`src/rtl/uart_rx_controller.sv`:
```
// 8N1 UART receiver: 16x oversampled with a mid-bit start check and a stop-bit check.
// Also keeps byte and newline counters for the display path.
module uart_rx_controller #(
  parameter int unsigned OVERSAMPLE = 16,
  parameter int unsigned BYTE_CNT_W = 16
) (
  input  logic                  system_clock,
  input  logic                  rst,
  input  logic                  clock_enable,
  input  logic                  rx,
  input  logic                  counters_clear,
  output logic [7:0]            rx_data,
  output logic                  rx_valid,
  output logic                  frame_error,
  output logic                  busy,
  output logic [BYTE_CNT_W-1:0] byte_counter,
  output logic [7:0]            line_counter
);

  localparam int unsigned TICK_W = (OVERSAMPLE > 2) ? $clog2(OVERSAMPLE) : 1;
  localparam int unsigned BIT_W  = 3;
  localparam logic [TICK_W-1:0] MID_TICK  = TICK_W'(OVERSAMPLE / 2 - 1);
  localparam logic [TICK_W-1:0] LAST_TICK = TICK_W'(OVERSAMPLE - 1);
  localparam logic [BIT_W-1:0]  LAST_BIT  = BIT_W'(7);
  localparam logic [7:0]        NEWLINE   = 8'h0A;

  typedef enum logic [2:0] {
    IDLE       = 3'd0,
    START      = 3'd1,
    DATA       = 3'd2,
    STOP       = 3'd3,
    BREAK_WAIT = 3'd4
  } state_t;

  state_t            state, state_next;
  logic [1:0]        sync;
  logic              rx_s;
  logic [TICK_W-1:0] tick_cnt, tick_next;
  logic [BIT_W-1:0]  bit_cnt, bit_next;
  logic [7:0]        shreg, shreg_next;
  logic              valid_c, ferr_c;

  assign rx_s = sync[1];

  // Two-flop synchronizer; resets to the idle (high) line level.
  always_ff @(posedge system_clock or posedge rst) begin
    if (rst) sync <= 2'b11;
    else     sync <= {sync[0], rx};
  end

  always_ff @(posedge system_clock or posedge rst) begin
    if (rst) state <= IDLE;
    else     state <= state_next;
  end

  // Next state and datapath updates; nothing advances between clock_enable ticks.
  always_comb begin
    state_next = state;
    tick_next  = tick_cnt;
    bit_next   = bit_cnt;
    shreg_next = shreg;
    valid_c    = 1'b0;
    ferr_c     = 1'b0;
    if (clock_enable) begin
      tick_next = tick_cnt + TICK_W'(1);
      case (state)
        IDLE: begin
          tick_next = '0;
          if (!rx_s) state_next = START;
        end
        START: begin
          if (tick_cnt == MID_TICK) begin
            tick_next  = '0;
            bit_next   = '0;
            state_next = rx_s ? IDLE : DATA;
          end
        end
        DATA: begin
          if (tick_cnt == LAST_TICK) begin
            tick_next  = '0;
            shreg_next = {rx_s, shreg[7:1]};
            bit_next   = bit_cnt + BIT_W'(1);
            if (bit_cnt == LAST_BIT) state_next = STOP;
          end
        end
        STOP: begin
          if (tick_cnt == LAST_TICK) begin
            tick_next = '0;
            if (rx_s) begin
              valid_c    = 1'b1;
              state_next = IDLE;
            end else begin
              ferr_c     = 1'b1;
              state_next = BREAK_WAIT;
            end
          end
        end
        BREAK_WAIT: begin
          // Hold here while the line stays low so a break cannot retrigger a frame.
          tick_next = '0;
          if (rx_s) state_next = IDLE;
        end
        default: begin
          tick_next  = '0;
          state_next = IDLE;
        end
      endcase
    end
  end

  always_ff @(posedge system_clock or posedge rst) begin
    if (rst) begin
      tick_cnt    <= '0;
      bit_cnt     <= '0;
      shreg       <= '0;
      rx_data     <= '0;
      rx_valid    <= 1'b0;
      frame_error <= 1'b0;
      busy        <= 1'b0;
    end else begin
      tick_cnt    <= tick_next;
      bit_cnt     <= bit_next;
      shreg       <= shreg_next;
      rx_valid    <= valid_c;
      frame_error <= ferr_c;
      busy        <= (state_next != IDLE);
      if (valid_c) rx_data <= shreg;
    end
  end

  // Clear takes priority over a coincident increment.
  always_ff @(posedge system_clock or posedge rst) begin
    if (rst) begin
      byte_counter <= '0;
      line_counter <= '0;
    end else if (counters_clear) begin
      byte_counter <= '0;
      line_counter <= '0;
    end else if (valid_c) begin
      byte_counter <= byte_counter + BYTE_CNT_W'(1);
      if (shreg == NEWLINE) line_counter <= line_counter + 8'(1);
    end
  end

endmodule

```
`config.mk`:
```
export PLATFORM = sky130hd
export DESIGN_NAME = uart_rx_controller
export DESIGN_NICKNAME = d
export VERILOG_FILES = /design/src/rtl/uart_rx_controller.sv
export SDC_FILE = /design/constraint.sdc
export NUM_CORES = 1
export LEC_CHECK = 0
export ABC_AREA = 1
export CORE_ASPECT_RATIO = 1.25
export CORE_MARGIN = 1
export CORE_UTILIZATION = 50
export DETAILED_ROUTE_END_ITERATION = 7
export PLACE_DENSITY = 0.81
export SLEW_MARGIN = 40
export SYNTH_ARGS = -nofsm -noshare
export SYNTH_HDL_FRONTEND = slang
export SYNTH_SLANG_ARGS = --single-unit
```
`constraint.sdc`:
```
create_clock -name system_clock -period 2 [get_ports system_clock]
set_clock_uncertainty 0.1 [all_clocks]
set_input_delay 0.4 -clock system_clock [delete_from_list [all_inputs] [get_ports system_clock]]
set_output_delay 0.4 -clock system_clock [all_outputs]
set_load 0.01 [all_outputs]
```
==> results of run 1 <==
==> power by group through the flow <==
| stage | Clock [mW] | Combinational (mW) | Sequential [mW] |
|---|---|---|---|
| final | 0.641 | 0.383 | 1.24 |
| after global routing | 0.705 | 0.439 | 1.25 |
| after CTS | 0.664 | 0.384 | 1.24 |
| after detailed placement | 0 | 0.382 | 1.26 |
| after global placement | 0 | 0.373 | 1.26 |
| after floorplan | 0 | 0.299 | 1.24 |
==> metal layers <==
metal	wire length [µm]	vias up	track usage [%]	part of all wire (%)
met2	3136	55	37.86	51
met4	67	0	7.091	1.1
met5	0	-	0	0
met1	2670	1227	25.55	44
li1	-	1290	-	-
met3	223	6	3.721	3.7
==> placed cells by master (no fill, tap or decap), types with 2 or more instances in the layout <==
cell type,count
dfrtp_1,53
inv_2,2
o21ai_1,3
nor3_1,6
nand3_1,23
nand2_1,121
nand4_1,20
nor3b_1,3
a21oi_1,8
clkdlybuf4s50_1,39
buf_4,7
nor2_1,34
inv_1,38
ha_1,5
clkbuf_8,5
o21bai_1,3
nor2_2,2
o21ai_0,29
inv_6,2
dfstp_2,2
buf_12,2
==> synthesized netlist by cell type <==
library cell,count
a21oi_1,8
or2_2,1
buf_1,1
buf_6,3
o21bai_1,3
clkbuf_2,1
ha_1,5
o21ai_1,3
nor2_2,2
inv_2,2
nand3_2,1
nand3b_4,1
nor3_1,6
clkbuf_1,1
buf_4,2
dfrtp_1,53
nand2_2,1
buf_2,2
nand2_4,1
inv_1,39
and2_1,1
dfstp_2,2
nand4_1,20
nor2_8,1
nor3b_1,3
nor2_1,34
nand2_1,121
nand3_1,23
o21ai_0,29
nor2_4,1
==> state kept, by name, summed over array words and instances, names as in the netlist, 2 cells and up <==
| signal | count |
|---|---|
| bit_cnt | 3 |
| byte_counter | 16 |
| sync | 2 |
| rx_data | 8 |
| shreg | 8 |
| line_counter | 8 |
| state | 3 |
| tick_cnt | 4 |
==> layout make-up <==
class / count / area, µm² / area share, %
Sequential cell: 55 / 1379 / 39.93
Tap cell: 64 / 80.08 / 2.319
Timing Repair Buffer: 48 / 483.0 / 13.99
Inverter: 41 / 156.4 / 4.529
Multi-Input combinational cell: 265 / 1264 / 36.59
Clock buffer: 5 / 68.82 / 1.993
Clock inverter: 3 / 22.52 / 0.6522
==> worst max-delay path by stage <==
| stage | endpoint | depth (start not counted) |
|---|---|---|
| after floorplan | bit_cnt[0]$_DFFE_PP0P_ | 1 |
| after global placement | byte_counter[8]$_DFFE_PP0P_ | 7 |
| after detailed placement | byte_counter[8]$_DFFE_PP0P_ | 7 |
| after CTS | byte_counter[12] | 1 |
| after global routing | byte_counter[8]$_DFFE_PP0P_ | 8 |
| final | byte_counter[12] | 1 |
==> stage by stage <==
| stage | setup WS (ps) | instances | total power [mW] |
|---|---|---|---|
| 2_1_floorplan | 160.4 | 371 | 1.539 |
| 3_3_place_gp | 101.5 | 473 | 1.635 |
| 3_5_place_dp | 84.77 | 473 | 1.644 |
| 4_1_cts | 118.0 | 481 | 2.288 |
| 5_1_grt | 45.43 | 481 | 2.393 |
| 6_report | 112.3 | 481 | 2.265 |
==> logic make-up (layout without fill, tap and decap cells) <==
group | after synthesis | in the layout | synth area share [%]
compound gates | 43 | 43 | 7.766
flops | 55 | 55 | 48.08
simple gates | 217 | 217 | 34.12
fa+ha+maj | 5 | 5 | 2.182
buf+inv | 51 | 97 | 7.853
==> timing repair <==
item | 4_1_cts | 5_1_grt
gates resized for setup | 0 | 1
endpoints found under the hold margin | 0 | 0
setup endpoints to repair | 0 | 1
==> run summary, run 1 <==
Status - finished clean
Initial Util - 52.33%
Flop pwr share - 54.8%
DRC Markers - 0
H-tree levels - 2
Hold WS - 261.7 ps
Die area - 6044 µm²
Achievable Freq - 529.7 MHz
CP startpoint - byte_counter[12]$_DFFE_PP0P_
Cell area after synthesis - 2868 µm²
CTS Buf Count - 5
Logic gate share of total power - 16.9%
Pleak - 1.693 nW
Largest stage delay on the critical path - 590 ps
Final min period - 1888 ps
First-pass detailed-route iteration total - 4
Cells along the critical path - clkdlybuf4s50_1
Post-layout utilization of the core - 63.01%
First-pass GRT wire length - 10.19 mm
Core ar. - 5480 µm²
Hold Buf Count CTS - 0
Global Route Usage Sum - 21.04%
Fillcell total - 463
Drt wl/cell - 12.68 µm
Rel. slew slack - 71.84%
Worst hold path type - reg2reg
Hold Fails Final Rpt - 0
Pwr dens - 656.0 nW/µm²
Bufs and invs on worst path - 1
Synth top area cells - dfrtp_1, nand2_1, inv_1, o21ai_0, nor2_1
CP delay by family, top - buffers and inverters
Hpwl dp - 4.474 mm
Starting DRT DRC Count - 190
Finished layout cell area - 3453 µm²
Vias per cell - 5.360
Routed Antenna Nets - 0
Worst path slowest cell - clkdlybuf4s50_1
CP Max Fanout - 6
CTS tree - built
Diodes inserted - 0
Vias - 2,578
R2R Setup Slk - 220 ps
Clock power share - 28.3%
Slew at the pin with the worst max-slew slack - 421.8 ps
Worst Setup Path Type - reg2out
Post-synthesis cell type count - 30
Post-Syn Nets - 381
Clock buffer depth - 2
Pin count of the biggest net entering global routing - 19
Clk slew on worst S/H paths - 110 ps
Mapped Cells - 371
Setup bufs post-CTS - 0
Row Count - 30
Post-Route WL - 6.098 mm
Synth warn - 0
Clk Latency, worst-skew pair - 310 ps
Final setup TNS - 0 ps
Share of layout cells above drive strength 1 - 7.434%
WHS Endpoint - sync[1]$_DFF_PP1_
Crit path required time - 1500 ps
Cell taking the most area after synthesis - dfrtp_1
Grt ovf - 0
Syn-to-layout area delta - 20.42%
Final period util - 94.39%
Final setup vio count - 0
Seq/Total Area, Yosys - 48.08%
Sw Share - 30.51%
Number of global-route vias before repair - 2,287
Reg2reg end - byte_counter[13]$_DFFE_PP0P_
Final slew viol count - 0
WHS Path Cells - 0
Critical path endpoint category - output pin
R2R Path Start - tick_cnt[0]$_DFFE_PP0P_
Die Y - 86.67 µm
Ports - 40
Origin of the worst min-delay path - sync[0]$_DFF_PP1_
Crit start category - register
CTS sink count - 55
Mean post-synth cell area - 7.730 µm²
Worst reg2reg path depth - 8
Placed inst area - 3359 µm²
Top-area cell type share of the netlist area - 46.25%
Die width - 69.74 µm
Synthesized flop and latch total - 55
Antenna violations before repair - 0
Number of max-cap violations - 0
Gpl congestion - 0.8914
CTS root buf - clkbuf_8
RSZ-0062 raised after global routing - false
Arrival time worst endpoint - 1390 ps
Worst IR Drop VDD - 0.4056 mV
Final #Nets - 426
Pint - 1.574 mW
Psw - 691.1 µW
IO Port Bufs - 39
Power figures use the tool's default switching activity.
==> run 2: changes to the inputs <==
- CAP_MARGIN: unset -> 20
==> results of run 2 <==
Same layout as run 1: the final DEF is identical, and so are final timing and power.
==> run 3: changes to the inputs <==
- CELL_PAD_IN_SITES_DETAIL_PLACEMENT: unset -> 1
- CELL_PAD_IN_SITES_GLOBAL_PLACEMENT: unset -> 1
- CORE_UTILIZATION: 50 -> 40
- PLACE_DENSITY: 0.81 -> 0.86
==> run 3 against run 2 <==
Critical path depth is the same. Critical path type unchanged. Largest power group unchanged. Sequential power barely moved. Worst setup slack got worse by 9.5 ps. Die area up 24%. Total power increased by 0.95%. Hold slack better by 0.72 ps. First-iteration DRC count decreased by 38%. Clock power is 2% higher. Register-to-register slack barely moved.
==> run summary, run 3 (synthesis gave the netlist of run 1 again) <==
Starting DRT DRC Count - 118
Critical path endpoint category - output pin
Commonest non-fill, non-tap cells in the layout - nand2_1, dfrtp_1, clkdlybuf4s50_1, inv_1, nor2_1
CTS root buf - clkbuf_8
Die width - 77.74 µm
Clk Latency, worst-skew pair - 320 ps
Row Count - 34
CP Max Fanout - 7
Status - finished clean
Final setup vio count - 0
Initial Util - 41.36%
Final slew viol count - 0
CTS tree - built
Routed Antenna Nets - 0
Worst hold path type - reg2reg
Top reg by flops - byte_counter
Vias per cell - 5.192
DRC Markers - 0
Grt ovf - 0
Storage cell area - 1379 µm²
Achievable Freq - 527.1 MHz
Crit start category - register
Share of layout cells above drive strength 1 - 7.452%
RSZ-0062 raised after global routing - false
Bufs and invs on worst path - 1
Clk slew on worst S/H paths - 110 ps
CP delay by family, top - buffers and inverters
Rel. slew slack - 73.93%
Vias - 2,627
Syn-to-layout area delta - 21.34%
Number of flip-flops in the largest register - 16
CTS Buf Count - 5
First-pass detailed-route iteration total - 4
Pwr dens - 657.2 nW/µm²
First-pass GRT wire length - 13.08 mm
Post-layout utilization of the core - 50.18%
Number of max-cap violations - 0
Final #Nets - 425
Most common cell after layout, fill and taps aside - nand2_1
Arrival time worst endpoint - 1400 ps
Die Y - 96.67 µm
H-tree levels - 2
Crit path required time - 1500 ps
Pleak - 1.678 nW
Hold Fails Final Rpt - 0
Ports - 40
Hpwl dp - 5.432 mm
Worst path slowest cell - clkdlybuf4s50_1
Core ar. - 6934 µm²
Area of the multi-input gates - 1266 µm²
Gpl congestion - 0.8383
Pin count of the biggest net entering global routing - 56
Finished layout cell area - 3480 µm²
Final setup TNS - 0 ps
Global Route Usage Sum - 21.99%
Worst IR Drop VDD - 0.4758 mV
Antenna violations before repair - 0
Final min period - 1897 ps
Setup bufs post-CTS - 0
Cells along the critical path - clkdlybuf4s50_1
Die area - 7514 µm²
Diodes inserted - 0
Largest stage delay on the critical path - 580 ps
Worst Setup Path Type - reg2out
CTS sink count - 55
Clock buffer depth - 2
Drt wl/cell - 14.60 µm
Final period util - 94.86%
Slew at the pin with the worst max-slew slack - 387.0 ps
Number of global-route vias before repair - 2,794
Fillcell total - 870
Placed inst area - 3385 µm²
Post-Route WL - 7.389 mm
IO Port Bufs - 39
-- run 3: layout make-up --
cell class / count / share of cell area, %
Sequential cell: 55 / 39.63
Multi-Input combinational cell: 265 / 36.39
Timing Repair Buffer: 47 / 13.66
Inverter: 41 / 4.423
Tap cell: 90 / 3.236
Clock buffer: 5 / 1.978
Clock inverter: 3 / 0.6832
-- run 3: path summary, 6_finish.rpt --
check / from / end / slack [ps] / cells past startpoint
setup / recovery: byte_counter[2]$_DFFE_PP0P_ / byte_counter[2] / 100 / 1
hold / removal: sync[0]$_DFF_PP1_ / sync[1]$_DFF_PP1_ / 260 / 0
setup reg to reg: tick_cnt[0]$_DFFE_PP0P_ / byte_counter[2]$_DFFE_PP0P_ / 210 / 7
hold reg to reg: sync[0]$_DFF_PP1_ / sync[1]$_DFF_PP1_ / 260 / 0
max in group asynchronous: rst / sync[1]$_DFF_PP1_ / 1150 / 3
min in group asynchronous: rst / line_counter[5]$_DFFE_PP0P_ / 330 / 3
-- run 3: through the flow --
| stage | total power [mW] | hold WS, ps | setup WS (ps) | instances |
|---|---|---|---|---|
| 2_1_floorplan | 1.539 | 245.2 | 160.4 | 371 |
| 3_3_place_gp | 1.641 | 248.0 | 112.7 | 498 |
| 3_5_place_dp | 1.661 | 247.9 | 80.49 | 498 |
| 4_1_cts | 2.315 | 263.3 | 86.64 | 506 |
| 5_1_grt | 2.416 | 264.3 | 28.95 | 506 |
| 6_report | 2.287 | 262.4 | 102.8 | 506 |
-- run 3: routing by layer --
metal	track usage (%)	vias up	wire length, µm
li1	-	1284	-
met1	25.20	1285	3059
met2	40.30	43	4010
met3	2.736	15	163
met4	9.434	0	155
met5	0	-	0
-- run 3: power breakdown --
| part | switching, mW | internal, mW |
|---|---|---|
| Combinational | 0.252 | 0.140 |
| Clock | 0.402 | 0.252 |
| Sequential | 0.0669 | 1.17 |
| Total | 0.721 | 1.57 |
-- run 3: repair_timing --
action | 4_1_cts | 5_1_grt
resized for setup | 0 | 1
endpoints found under the setup margin | 0 | 5
hold buffers | 0 | 0
